`src/rtl/td_capture_writer.sv`:
```
// td_capture_writer: decodes the TV-decoder sync stream on TD_CLK and writes a
// fixed WIN_W x WIN_H window of each captured frame into the frame buffer.
// Write address is row/column concatenation, so WIN_W must be a power of two.
module td_capture_writer #(
    parameter int unsigned H_START = 250,
    parameter int unsigned V_START = 90,
    parameter int unsigned WIN_W   = 128,
    parameter int unsigned WIN_H   = 256,
    parameter int unsigned ADDR_W  = 15,
    parameter int unsigned DATA_W  = 8
) (
    input  logic              TD_CLK,
    input  logic              reset,
    input  logic              TD_HS,
    input  logic              TD_VS,
    input  logic [DATA_W-1:0] td_data,
    input  logic              cap_en,
    input  logic              cap_cont,
    output logic [ADDR_W-1:0] wr_addr,
    output logic [DATA_W-1:0] wr_data,
    output logic              wr_en,
    output logic              busy,
    output logic              frame_done,
    output logic              frame_short
);

    localparam int unsigned PIX_W  = 11;
    localparam int unsigned LIN_W  = 10;
    localparam int unsigned ROWC_W = LIN_W + 1;
    localparam int unsigned COL_W  = $clog2(WIN_W);
    localparam int unsigned FULL_W = LIN_W + COL_W;

    localparam logic [PIX_W-1:0] PIX_MAX = '1;
    localparam logic [LIN_W-1:0] LIN_MAX = '1;

    typedef enum logic [1:0] {
        S_IDLE   = 2'd0,
        S_ARM    = 2'd1,
        S_ACTIVE = 2'd2,
        S_DONE   = 2'd3
    } state_e;

    // sync / data pipeline
    logic              s1_hs_q;
    logic              s1_vs_q;
    logic              s2_hs_q;
    logic              s2_vs_q;
    logic [DATA_W-1:0] s1_data_q;
    logic              hs_fall;
    logic              vs_fall;

    // pixel / line position of the current stage-1 sample
    logic [PIX_W-1:0]  pix_q;
    logic [PIX_W-1:0]  pix_d;
    logic [LIN_W-1:0]  lin_q;
    logic [LIN_W-1:0]  lin_d;

    // window decode
    logic [PIX_W-1:0]  col_off;
    logic [LIN_W-1:0]  row_off;
    logic              h_hit;
    logic              v_hit;
    logic              in_win;
    logic              win_end;
    logic [FULL_W-1:0] win_full;
    logic [ADDR_W-1:0] win_addr;

    // control
    state_e            state_q;
    state_e            state_d;
    logic              short_hit;

    // registered outputs
    logic [ADDR_W-1:0] wr_addr_q;
    logic [ADDR_W-1:0] wr_addr_d;
    logic [DATA_W-1:0] wr_data_q;
    logic [DATA_W-1:0] wr_data_d;
    logic              wr_en_q;
    logic              wr_en_d;
    logic              busy_q;
    logic              busy_d;
    logic              frame_done_q;
    logic              frame_done_d;
    logic              frame_short_q;
    logic              frame_short_d;

    // Two-stage sync pipeline; syncs reset to the inactive level so no edge fires.
    always_ff @(posedge TD_CLK) begin
        if (reset) begin
            s1_hs_q   <= 1'b1;
            s1_vs_q   <= 1'b1;
            s2_hs_q   <= 1'b1;
            s2_vs_q   <= 1'b1;
            s1_data_q <= '0;
        end else begin
            s1_hs_q   <= TD_HS;
            s1_vs_q   <= TD_VS;
            s2_hs_q   <= s1_hs_q;
            s2_vs_q   <= s1_vs_q;
            s1_data_q <= td_data;
        end
    end

    // Falling-edge detect on the active-low syncs.
    always_comb begin
        hs_fall = s2_hs_q & ~s1_hs_q;
        vs_fall = s2_vs_q & ~s1_vs_q;
    end

    // Saturating pixel/line counters; vs_fall has priority over hs_fall.
    always_comb begin
        pix_d = pix_q;
        lin_d = lin_q;
        if (hs_fall) begin
            pix_d = '0;
        end else if (pix_q != PIX_MAX) begin
            pix_d = pix_q + PIX_W'(1);
        end
        if (vs_fall) begin
            lin_d = '0;
        end else if (hs_fall && (lin_q != LIN_MAX)) begin
            lin_d = lin_q + LIN_W'(1);
        end
    end

    // Position counter registers.
    always_ff @(posedge TD_CLK) begin
        if (reset) begin
            pix_q <= '0;
            lin_q <= '0;
        end else begin
            pix_q <= pix_d;
            lin_q <= lin_d;
        end
    end

    // Window hit and address; offsets wrap below the start so one compare suffices.
    always_comb begin
        col_off  = pix_d - PIX_W'(H_START);
        row_off  = lin_d - LIN_W'(V_START);
        h_hit    = col_off < PIX_W'(WIN_W);
        v_hit    = {1'b0, row_off} < ROWC_W'(WIN_H);
        in_win   = h_hit & v_hit;
        win_end  = hs_fall & ~vs_fall & (lin_d == LIN_W'(V_START + WIN_H));
        win_full = {row_off, col_off[COL_W-1:0]};
        win_addr = ADDR_W'(win_full);
    end

    // FSM state register.
    always_ff @(posedge TD_CLK) begin
        if (reset) begin
            state_q <= S_IDLE;
        end else begin
            state_q <= state_d;
        end
    end

    // FSM next state; a VS fall before the window completes marks the frame short.
    always_comb begin
        state_d   = state_q;
        short_hit = 1'b0;
        case (state_q)
            S_IDLE: begin
                if (cap_en) begin
                    state_d = S_ARM;
                end
            end
            S_ARM: begin
                if (!cap_en) begin
                    state_d = S_IDLE;
                end else if (vs_fall) begin
                    state_d = S_ACTIVE;
                end
            end
            S_ACTIVE: begin
                if (vs_fall) begin
                    state_d   = S_DONE;
                    short_hit = 1'b1;
                end else if (win_end) begin
                    state_d = S_DONE;
                end
            end
            S_DONE: begin
                state_d = (cap_en && cap_cont) ? S_ARM : S_IDLE;
            end
            default: begin
                state_d = S_IDLE;
            end
        endcase
    end

    // FSM outputs; status tracks the next state so it lines up with state_q.
    always_comb begin
        wr_en_d       = in_win & (state_q == S_ACTIVE);
        wr_addr_d     = wr_addr_q;
        wr_data_d     = wr_data_q;
        busy_d        = (state_d == S_ARM) || (state_d == S_ACTIVE);
        frame_done_d  = (state_d == S_DONE);
        frame_short_d = short_hit;
        if (wr_en_d) begin
            wr_addr_d = win_addr;
            wr_data_d = s1_data_q;
        end
    end

    // Output registers.
    always_ff @(posedge TD_CLK) begin
        if (reset) begin
            wr_addr_q     <= '0;
            wr_data_q     <= '0;
            wr_en_q       <= 1'b0;
            busy_q        <= 1'b0;
            frame_done_q  <= 1'b0;
            frame_short_q <= 1'b0;
        end else begin
            wr_addr_q     <= wr_addr_d;
            wr_data_q     <= wr_data_d;
            wr_en_q       <= wr_en_d;
            busy_q        <= busy_d;
            frame_done_q  <= frame_done_d;
            frame_short_q <= frame_short_d;
        end
    end

    assign wr_addr     = wr_addr_q;
    assign wr_data     = wr_data_q;
    assign wr_en       = wr_en_q;
    assign busy        = busy_q;
    assign frame_done  = frame_done_q;
    assign frame_short = frame_short_q;

endmodule
```
`config.mk`:
```
export PLATFORM = sky130hd
export DESIGN_NAME = td_capture_writer
export DESIGN_NICKNAME = d
export VERILOG_FILES = /design/src/rtl/td_capture_writer.sv
export SDC_FILE = /design/constraint.sdc
export NUM_CORES = 1
export LEC_CHECK = 0
export ABC_AREA = 1
export BUFFER_PORTS_ARGS = -buffer_cell sky130_fd_sc_hd__buf_2
export CAP_MARGIN = 0
export CORE_ASPECT_RATIO = 1.2
export CORE_UTILIZATION = 55
export CTS_CLUSTER_SIZE = 28
export DETAILED_ROUTE_END_ITERATION = 12
export GPL_TIMING_DRIVEN = 0
export PLACE_DENSITY = 0.74
export SLEW_MARGIN = 20
export SYNTH_ARGS = -nofsm -noshare
export SYNTH_HDL_FRONTEND = slang
export SYNTH_SLANG_ARGS = --single-unit
```
`constraint.sdc`:
```
create_clock -name TD_CLK -period 4.4 [get_ports TD_CLK]
set_input_delay 0.88 -clock TD_CLK [delete_from_list [all_inputs] [get_ports TD_CLK]]
set_output_delay 0.88 -clock TD_CLK [all_outputs]
set_load 0.02 [all_outputs]
```
* After elaboration in Yosys (flattened, before gate mapping)
Index checks and enable logic that the tools add are counted.
Storage, ports and cells: flip-flop bits (word level) 62, output and inout bits 27
Cells by class: multiplexer cells 12, bitwise operators 10, add/subtract/negate cells 4, order comparisons 2, reductions and logical operators 5, equality and inequality tests 9
Operator list (number):
- 11-bit 2-to-1 mux | 2
- 10-bit 2-to-1 mux | 2
- 11-bit by 1-bit adder with 11-bit output, second input constant | 1
- 11-bit by 8-bit < comparator with 1-bit output, second input constant | 1
- 11-bit != test, second input constant | 1
- 11-bit by 8-bit subtractor with 11-bit output, second input constant | 1
- 10-bit by 1-bit adder with 10-bit output, second input constant | 1
- 10-bit by 9-bit == test with 1-bit output, second input constant | 1
- 10-bit by 9-bit < comparator with 1-bit output, second input constant | 1
- 2-bit 2-to-1 mux | 5
- 10-bit != test, second input constant | 1
- 10-bit by 7-bit subtractor with 10-bit output, second input constant | 1
- 2-bit == test, second input constant | 4
- 2-bit case mux with 4 select lines | 1
- 1-bit AND | 6
- 2-bit by 1-bit == test with 1-bit output, second input constant | 2
- 1-bit inverter | 4
- 1-bit logical AND | 2
- 2-bit logical NOT | 1
- 1-bit 2-to-1 mux | 2
- 2-bit OR reduction | 1
- 1-bit logical OR | 1

* Depth between registers and ports, before layout
Gate-level depths: netlist of the first run.
depth after elaboration 12, depth in mapped cells 23, gate-level depth less buffers 21

* Least setup slack after synthesis of the first run
Ideal clock, no wire load.
path type reg-to-reg, start point reg pix_q[0], end point reg wr_addr_q[12] (netlist: wr_addr[12]), required time 4.287 ns, data arrival time 2.688 ns, period minus slack after synthesis 2.800 ns, path slack 1.600 ns, setup time 0.113 ns, cell stages (with the launch flop) 23, cells stage by stage dfxtp_1 ha_1 inv_1 nor2_2 nand3_2 buf_6 o21ai_1 nand2_1 ha_1 inv_1 nand3_1 nor2_4 nand2_1 nand2_1 nand2_1 nor2_1 nand2_1 nor2_4 buf_4 buf_4 nand3_1 nand2_1 nor2_1
Between the ends: cells in the longest elaborated chain, start to end 7
Ends and longest elaborated chain:
- start: declaration | line 53 | logic [PIX_W-1:0] pix_q;
- start signal: assignment | line 132 | pix_q <= pix_d;
- 11-bit by 1-bit adder with 11-bit output or 11-bit != test (tied branches) | line 117, 116
- 11-bit 2-to-1 mux * | line 116 | end else if (pix_q != PIX_MAX) begin
- 11-bit 2-to-1 mux * | line 114 | if (hs_fall) begin
- 11-bit by 8-bit subtractor with 11-bit output * | line 139 | col_off = pix_d - PIX_W'(H_START);
- via col_off[1] | line 59 | logic [PIX_W-1:0] col_off;
- 11-bit by 8-bit < comparator with 1-bit output * | line 141 | h_hit = col_off < PIX_W'(WIN_W);
- 1-bit AND * | line 143 | in_win = h_hit & v_hit;
- 1-bit AND * | line 194 | wr_en_d = in_win & (state_q == S_ACTIVE);
- end signal: assignment | line 216 | wr_addr_q <= wr_addr_d;
- end: declaration | line 74 | logic [ADDR_W-1:0] wr_addr_q;
The timed path passes the listed nets; every way through them passes the cells marked *. A chain may end at the register's enable or synchronous reset.

* Worst setup path after layout of the first run
start point reg pix_q[0], end point reg wr_addr_q[6] (netlist: wr_addr[6])
Same word-level chain as after synthesis.

==> results of run 1 <==
-- per-stage QoR --
step                cells  hold WS (ns)
CTS                   658         0.436
floorplan             522         0.392
detailed placement    642         0.416
global placement      642         0.399
finish                658         0.431
global route          658         0.461
-- layer usage --
metal / up-vias / global-route usage
li1: 1708 / -
met1: 1490 / 0.298
met2: 69 / 0.478
met3: 18 / 0.0417
met4: 0 / 0.135
met5: - / 0
-- area by class of cell --
| cell class | count | area share |
|---|---|---|
| inverters | 78 | 0.0757 |
| multi-input cells | 367 | 0.445 |
| plain buffers | 15 | 0.0239 |
| well taps | 80 | 0.0259 |
| clock buffers | 9 | 0.0320 |
| repair buffers | 40 | 0.0517 |
| clock inverters | 7 | 0.0249 |
| flip-flops and latches | 62 | 0.321 |
-- path summary, 6_finish.rpt --
kind | startpoint | end | depth (start not counted)
setup reg to reg | pix_q[0] | wr_addr[6] | 21
setup / recovery | pix_q[0] | wr_addr[6] | 21
hold reg to reg | s1_vs_q | s2_vs_q | 2
hold / removal | s1_vs_q | s2_vs_q | 2
-- cell usage after synthesis (all sizes together) --
master,n
clkbuf,5
dfxtp,62
nand3b,2
nand3,59
nand4,10
o21ai,13
inv,78
nor3,4
nor3b,1
or2,3
xnor2,3
xor2,8
buf,10
ha,5
o211ai,1
a21oi,7
nor2,113
nand2,138
-- power by group --
part / total, W / switching (W) / internal, W
Sequential: 0.000581 / 0.00000767 / 0.000573
Combinational: 0.0000871 / 0.0000580 / 0.0000290
Clock: 0.000558 / 0.000238 / 0.000321
-- critical path, cell delays in order (launching register included) --
cell and delay, ns:
dfxtp_1 0.39, ha_1 0.24, inv_1 0.07, nor2_2 0.20, nand3_2 0.14, buf_6 0.17, o21ai_1 0.16, nand2_1 0.13
ha_1 0.25, inv_1 0.06, nand3_1 0.13, nor2_4 0.15, nand3_1 0.11, nand3_1 0.11, nand2_1 0.09, inv_1 0.05
nand3_1 0.10, nor2_4 0.26, buf_6 0.19, nand3_1 0.08, nand2_1 0.08, nor2_1 0.05
-- flip-flops by register name (all words and copies together), names as in the netlist, 2 cells and up --
name       cells
pix_q         11
lin_q         10
wr_data        8
wr_addr       15
s1_data_q      8
state_q        2
-- logic make-up (layout without fill, tap and decap cells) --
family                   Yosys count  after routing  share of synthesized area
flip-flops                        62             62                      0.371
XOR/XNOR                          11             11                     0.0288
AND/OR/NAND/NOR                  330            330                      0.431
AO/OA/AOI/OAI                     21             21                     0.0355
adder cells (fa/ha/maj)            5              5                     0.0187
buffers and inverters             93            149                      0.115
==> flow_metrics.tcl, run 1 <==
set metrics [dict create \
    r2r_slack_ns 1.09 \
    layout_setup_ws_ns 1.09 \
    gp_congestion 0.858 \
    final_common_cell "nand2_1" \
    grt.total_usage 0.266 \
    wl_per_cell_um 12.0 \
    synth_warnings 0 \
    placed_area_sq_mm 0.00365 \
    yosys.area.top_type "dfxtp_1" \
    drt_first_pass_iters 4 \
    io_buffers 40 \
    detail-route-antenna-nets 0 \
    ys_seq_area_frac 0.371 \
    crit_path_max_fanout 10 \
    finalCriticalPeriod_ns 3.31 \
    met3WireLength_um 357 \
    vias 3285 \
    required_ns 4.65 \
    ir_worst_vdd_v 0.000244 \
    worstMarginPinSlew_ns 0.558 \
    hpwl_um 5860 \
    syn-num-nets 541 \
    die_x_um 73.2 \
    highest_layer "met4" \
    hold_viol_final 0 \
    routed_wl_um 7870 \
    power.density_mw_per_mm2 317 \
    antenna_found_initial 0 \
    finalInstanceArea_sq_mm 0.00387 \
    maxSlewViolCount 0 \
    maxCapViolations 0 \
    die_height_um 87.5 \
    grt_pass1_wl_um 12900 \
    gr-total-overflow 0 \
    vias_per_cell 4.99 \
    dp_slack_ns 1.15 \
    clk_latency_ns 0.34 \
    core_area_sq_mm 0.00578 \
    skew_ns 0.0106 \
    netlist_area_sq_mm 0.00335 \
    n_fill_cell 559 \
    hold_buffers 0 \
    finalCritPeriodShare 0.751 \
    multi_input_area_sq_mm 0.00172 \
    ff_latch_area_sq_mm 0.00124 \
    final_nets 592 \
    grt_max_degree 13 \
    synth_area_per_cell_sq_um 6.42 \
    drtIter0Drc 174 \
    dr_wl_met2_um 4020 \
    cts_root_buf "clkbuf_8" \
    rsz0062_at_grt "false" \
    total_power_w 0.00123 \
    cts_buffers 9 \
    ys_types 31 \
    wl_met1_um 3320 \
    drc 0 \
    grt_pass1_vias 3034 \
    num_io_pins 41 \
    fin_util 0.669 \
    htreeDepth 3 \
    cts_setup_buffers 0 \
    criticalPathCategory "reg2reg" \
    cts.path.max_buffers 2 \
    synth-seq-cells 62 \
    cts_tree "yes" \
    placementRows 30 \
    initial_core_util 0.579 \
    dieArea_sq_mm 0.00641 \
    synth_top_area_frac 0.371 \
    status "finished clean" \
    synth_area_leaders "dfxtp_1 37%, nand2_1 15%, nor2_1 12%" \
    clk_pin_slew_ns 0.08 \
    fin_setup_tns_ns 0 \
    area_growth_pct 15.5 \
    cp-end-kind "flop" \
    p_leak_nw 1.94 \
    max_freq_ghz 0.302 \
    slew_headroom 0.628 \
    cts_sinks 62 \
    syn_inst 522 \
    drive_gt1_frac 0.154 \
    startpoint_type "flop" \
    final_cell_mix "132 x nand2_1, 105 x nor2_1, 76 x inv_1" \
    finalSetupViolCount 0 \
    arrival_ns 3.55 \
    antennaDiodeCount 0 \
    postCtsResizedCells 0 \
    hp-class "reg2reg" \
]
Power figures use the tool's default switching activity.
==> run 2, diff against run 1 <==
clock period = 3.1 ns   (was 4.4 ns; I/O delays follow)
==> flow_metrics.tcl, run 2 (synthesis gave the netlist of run 1 again) <==
set metrics [dict create \
    cts_sinks 62 \
    htreeDepth 3 \
    grt_pass1_wl_um 13000 \
    reg2reg_from "pix_q[0]" \
    finalCritPeriodShare 0.921 \
    slew_headroom 0.614 \
    skew_ns 0.0112 \
    rsz0062_at_grt "false" \
    path_delay_family "simple AND/OR/NAND/NOR gates" \
    arrival_ns 3.10 \
    max_freq_ghz 0.350 \
    drtIter0Drc 180 \
    largest_register_ff_count 15 \
    maxCapViolations 0 \
    drc 0 \
    die_x_um 73.2 \
    path_cells "ha_4 > inv_1 > nor2_4 > nand3_2 > buf_6 > o21ai_2 > nand2_1 > ha_2 > inv_1 > nand3_2 > nor2_4 > nand2_1 > nand2_1 > nand2_1 > nor2_1 > nand2_1 > nor2_4 > buf_6 > buf_4 > nand3_1 > nand2_1 > nor2_1" \
    worstMarginPinSlew_ns 0.578 \
    num_io_pins 41 \
    area_growth_pct 20.4 \
    total_power_w 0.00175 \
    io_buffers 40 \
    cp_common_cell "nand2_1" \
    cts_buffers 9 \
    n_fill_cell 523 \
    grt_max_degree 13 \
    final_nets 605 \
    hold_buffers 0 \
    dp_slack_ns -0.153 \
    crit_path_max_fanout 10 \
    core_area_sq_mm 0.00578 \
    final_common_cell "nand2_1" \
    p_leak_nw 2.02 \
    power.density_mw_per_mm2 435 \
    cts.path.max_buffers 2 \
    clk_latency_ns 0.35 \
    cts_tree "yes" \
    whs_path_depth 2 \
    power.switching_w 0.000439 \
    gr-total-overflow 0 \
    status "finished clean" \
    placementRows 30 \
    wl_per_cell_um 12.1 \
    r2r_slack_ns 0.25 \
    seq_power_share 0.471 \
    startpoint_type "flop" \
    hold_viol_final 0 \
    ir_worst_vdd_v 0.000332 \
    layout_setup_ws_ns 0.245 \
    antennaDiodeCount 0 \
    hold_start "s1_vs_q" \
    vias_per_cell 5.07 \
    pwr-share-clk 0.454 \
    clk_pin_slew_ns 0.08 \
    initial_core_util 0.579 \
    dieArea_sq_mm 0.00641 \
    p_comb_frac 0.075 \
    die_height_um 87.5 \
    hpwl_um 5860 \
    antenna_found_initial 0 \
    multi_input_area_sq_mm 0.00178 \
    hold_path_end "s2_vs_q" \
    crit_path_top_delay_cell "dfxtp_4" \
    required_ns 3.35 \
    drt_first_pass_iters 5 \
    fin_setup_tns_ns 0 \
    vias 3403 \
    cp-end-kind "flop" \
    regToRegEndpoint "wr_addr[6]" \
    path_buf_inv 5 \
    maxSlewViolCount 0 \
    power.share.switching 0.250 \
    finalSetupViolCount 0 \
    reg2reg_depth 22 \
    intPower_w 0.00131 \
    gp_congestion 0.858 \
    cts_root_buf "clkbuf_8" \
    routed_wl_um 8140 \
    max_stage_delay_ns 0.38 \
    detail-route-antenna-nets 0 \
    hp-class "reg2reg" \
    drive_gt1_frac 0.195 \
    finalCriticalPeriod_ns 2.85 \
    criticalPathCategory "reg2reg" \
    final_cell_mix "132 x nand2_1, 104 x nor2_1, 76 x inv_1" \
    grt.total_usage 0.269 \
    fin_util 0.697 \
    grt_pass1_vias 3052 \
    ff_latch_area_sq_mm 0.00125 \
]
[run 2: what timing repair did]
| action | in CTS | in global routing |
|---|---|---|
| pin swaps | 3 | 6 |
| gates resized for setup | 6 | 11 |
| setup buffers | 9 | 4 |
| gates cloned | 0 | 0 |
| setup endpoints to repair | 23 | 23 |
| endpoints found under the hold margin | 0 | 0 |
[run 2: layout make-up]
type,instances,share of cell area
inverters,78,0.0726
multi-input cells,367,0.441
clock buffers,9,0.0307
well taps,80,0.0248
flip-flops and latches,62,0.309
clock inverters,7,0.0239
plain buffers,15,0.0239
repair buffers,53,0.0739
[run 2: worst max-delay path by stage]
stage                  start     endpoint  slack [ns]  cells after the start
floorplan           pix_q[0]  wr_addr[12]        0.30                     22
global placement    pix_q[0]   wr_addr[6]       -0.13                     21
detailed placement  pix_q[0]   wr_addr[4]       -0.15                     21
CTS                 pix_q[0]   wr_addr[6]        0.05                     22
global route        lin_q[1]   wr_addr[6]       0.007                     19
finish              pix_q[0]   wr_addr[6]        0.25                     22
[run 2: metrics by stage]
step / std cells / hold WS (ns) / instance area, sq um
2_1_floorplan: 522 / 0.392 / 3350
3_3_place_gp: 642 / 0.399 / 3650
3_5_place_dp: 642 / 0.416 / 3650
4_1_cts: 667 / 0.436 / 3960
5_1_grt: 671 / 0.451 / 4030
6_report: 671 / 0.433 / 4030
[run 2: worst register-to-register path, stage by stage (launching register included)]
cell     delay (ns)
dfxtp_4        0.38
ha_4           0.15
inv_1          0.06
nor2_4         0.12
nand3_2        0.12
buf_6          0.17
o21ai_2        0.13
nand2_1        0.11
ha_2           0.22
inv_1          0.06
nand3_2        0.10
nor2_4         0.14
nand2_1        0.07
nand2_1        0.06
nand2_1        0.06
nor2_1         0.09
nand2_1        0.09
nor2_4         0.13
buf_6          0.12
buf_4          0.15
nand3_1        0.09
nand2_1        0.07
nor2_1         0.05
[run 2: routing by layer]
metal,wire length (um),part of all wire,GRT usage
met2,4200,0.52,0.487
met3,349,0.043,0.0394
met4,170,0.021,0.127
met1,3420,0.42,0.304
met5,0,0,0
[run 2: power groups by stage]
stage / sequential [W] / combinational (W) / clock (W)
after floorplan: 0.000843 / 0.0000845 / 0
after global placement: 0.000842 / 0.000119 / 0
after detailed placement: 0.000842 / 0.000123 / 0
after CTS: 0.000824 / 0.000127 / 0.000802
after global routing: 0.000828 / 0.000150 / 0.000837
final: 0.000826 / 0.000132 / 0.000796
==> run 3, diff against run 2 <==
CORE_ASPECT_RATIO = 0.6   (was 1.2)
CORE_UTILIZATION = 58   (was 55)
PLACE_DENSITY = 0.78   (was 0.74)
==> flow_metrics.tcl, run 3 (synthesis gave the netlist of run 1 again) <==
set metrics [dict create \
    num_io_pins 41 \
    grt_pass1_vias 2859 \
    crit_path_max_fanout 10 \
    hp-class "reg2reg" \
    startpoint_type "flop" \
    path_delay_family "simple AND/OR/NAND/NOR gates" \
    routed_wl_um 8450 \
    placed_area_sq_mm 0.00365 \
    final_cell_mix "130 x nand2_1, 104 x nor2_1, 76 x inv_1" \
    vias 3420 \
    max_stage_delay_ns 0.38 \
    criticalPathCategory "reg2reg" \
    grt_pass1_wl_um 13200 \
    worstMarginPinSlew_ns 0.564 \
    drt_first_pass_iters 5 \
    finalCriticalPeriod_ns 2.97 \
    gr-total-overflow 0 \
    maxCapViolations 0 \
    finalCritPeriodShare 0.957 \
    layout_setup_ws_ns 0.134 \
    cts_sinks 62 \
    clk_pin_slew_ns 0.08 \
    placementRows 21 \
    maxSlewViolCount 0 \
    wl_per_cell_um 12.6 \
    cts_tree "yes" \
    grt_max_degree 13 \
    skew_ns 0.00850 \
    max_freq_ghz 0.337 \
    die_height_um 60.9 \
    hold_viol_final 0 \
    cts_buffers 9 \
    core_area_sq_mm 0.00557 \
    final_nets 607 \
    cts_root_buf "clkbuf_8" \
    hold_slack_ns 0.428 \
    arrival_ns 3.21 \
    detail-route-antenna-nets 0 \
    status "finished clean" \
    ir_worst_vdd_v 0.000365 \
    drive_gt1_frac 0.199 \
    finalInstanceArea_sq_mm 0.00410 \
    path_buf_inv 5 \
    cts.path.max_buffers 2 \
    io_buffers 40 \
    total_power_w 0.00170 \
    cp-end-kind "flop" \
    antennaDiodeCount 0 \
    largest_register_ff_count 15 \
    final_common_cell "nand2_1" \
    area_growth_pct 22.3 \
    vias_per_cell 5.08 \
    power.density_mw_per_mm2 415 \
    htreeDepth 3 \
    drtIter0Drc 288 \
    initial_core_util 0.601 \
    path_cells "ha_4 > inv_1 > nor2_4 > nand3_4 > buf_8 > o21ai_4 > nand2_2 > ha_2 > inv_1 > nand3_2 > nor2_4 > nand2_1 > nand2_1 > nand2_2 > nor2_1 > nand2_1 > nor2_4 > buf_6 > buf_8 > nand3_1 > nand2_1 > nor2_1" \
    drc 0 \
    slew_headroom 0.624 \
    crit_path_top_delay_cell "dfxtp_4" \
    dp_slack_ns -0.285 \
    clk_latency_ns 0.34 \
    hpwl_um 6040 \
    dieArea_sq_mm 0.00609 \
    grt.total_usage 0.288 \
    cp_common_cell "nand2_1" \
    finalSetupViolCount 0 \
    antenna_found_initial 0 \
    gp_congestion 0.880 \
    die_x_um 100 \
    required_ns 3.34 \
    p_leak_nw 2.02 \
]
run 3: changes by cell type in the layout (fill, tap and decap cells not counted), moves of 2 or more:
cell	previous run	this run
clkinvlp_4	0	3
buf_12	0	2
nand2_1	132	130
nand2_2	5	7
clkinv_2	2	0
buf_8	0	2
run 3: area by class of cell:
type	instances	area, sq um
Buffer	15	108
Clock buffer	10	138
Clock inverter	6	70.1
Fill cell	480	1480
Inverter	78	293
Multi-Input combinational cell	367	1800
Sequential cell	62	1250
Tap cell	80	100
Timing Repair Buffer	55	338
run 3: tightest hold or removal path: stages, from the launching register on:
cell and delay (ns):
dfxtp_1 0.31, inv_1 0.04, nand2_1 0.05
run 3: worst paths after layout:
check                           startpoint  depth (start not counted)          to  slack, ns
worst max-delay path              pix_q[0]                         22  wr_addr[0]       0.13
worst min-delay path               s1_vs_q                          2     s2_vs_q       0.43
worst max register to register    pix_q[0]                         22  wr_addr[0]       0.13
worst min register to register     s1_vs_q                          2     s2_vs_q       0.43
run 3: per-layer routing:
metal | part of all wire | vias to the layer above | global-route usage
met5 | 0 | - | 0
met4 | 0.011 | 0 | 0.0828
met3 | 0.065 | 11 | 0.0691
met2 | 0.44 | 125 | 0.444
met1 | 0.48 | 1545 | 0.406
li1 | - | 1739 | -
run 3: where the power goes:
group | internal (W) | leakage (nW) | switching (W)
clock network | 0.000397 | 0.0951 | 0.000335
logic | 0.0000495 | 1.42 | 0.0000937
registers | 0.000813 | 0.506 | 0.0000121
total | 0.00126 | 2.02 | 0.000441
run 3: what timing repair did:
| action | in CTS | in global routing |
|---|---|---|
| setup endpoints to repair | 23 | 23 |
| cloned | 0 | 0 |
| pin swaps | 5 | 7 |
| hold buffers | 0 | 0 |
| gates resized for setup | 8 | 17 |
| buffers inserted | 5 | 10 |
run 3: metrics by stage:
step | util | TNS, ns | instances
final | 0.735 | 0 | 673
after global routing | 0.735 | -0.710 | 673
after CTS | 0.708 | 0 | 663
after detailed placement | 0.655 | -4.82 | 642
after global placement | 0.655 | -2.16 | 642
after floorplan | - | 0 | 522
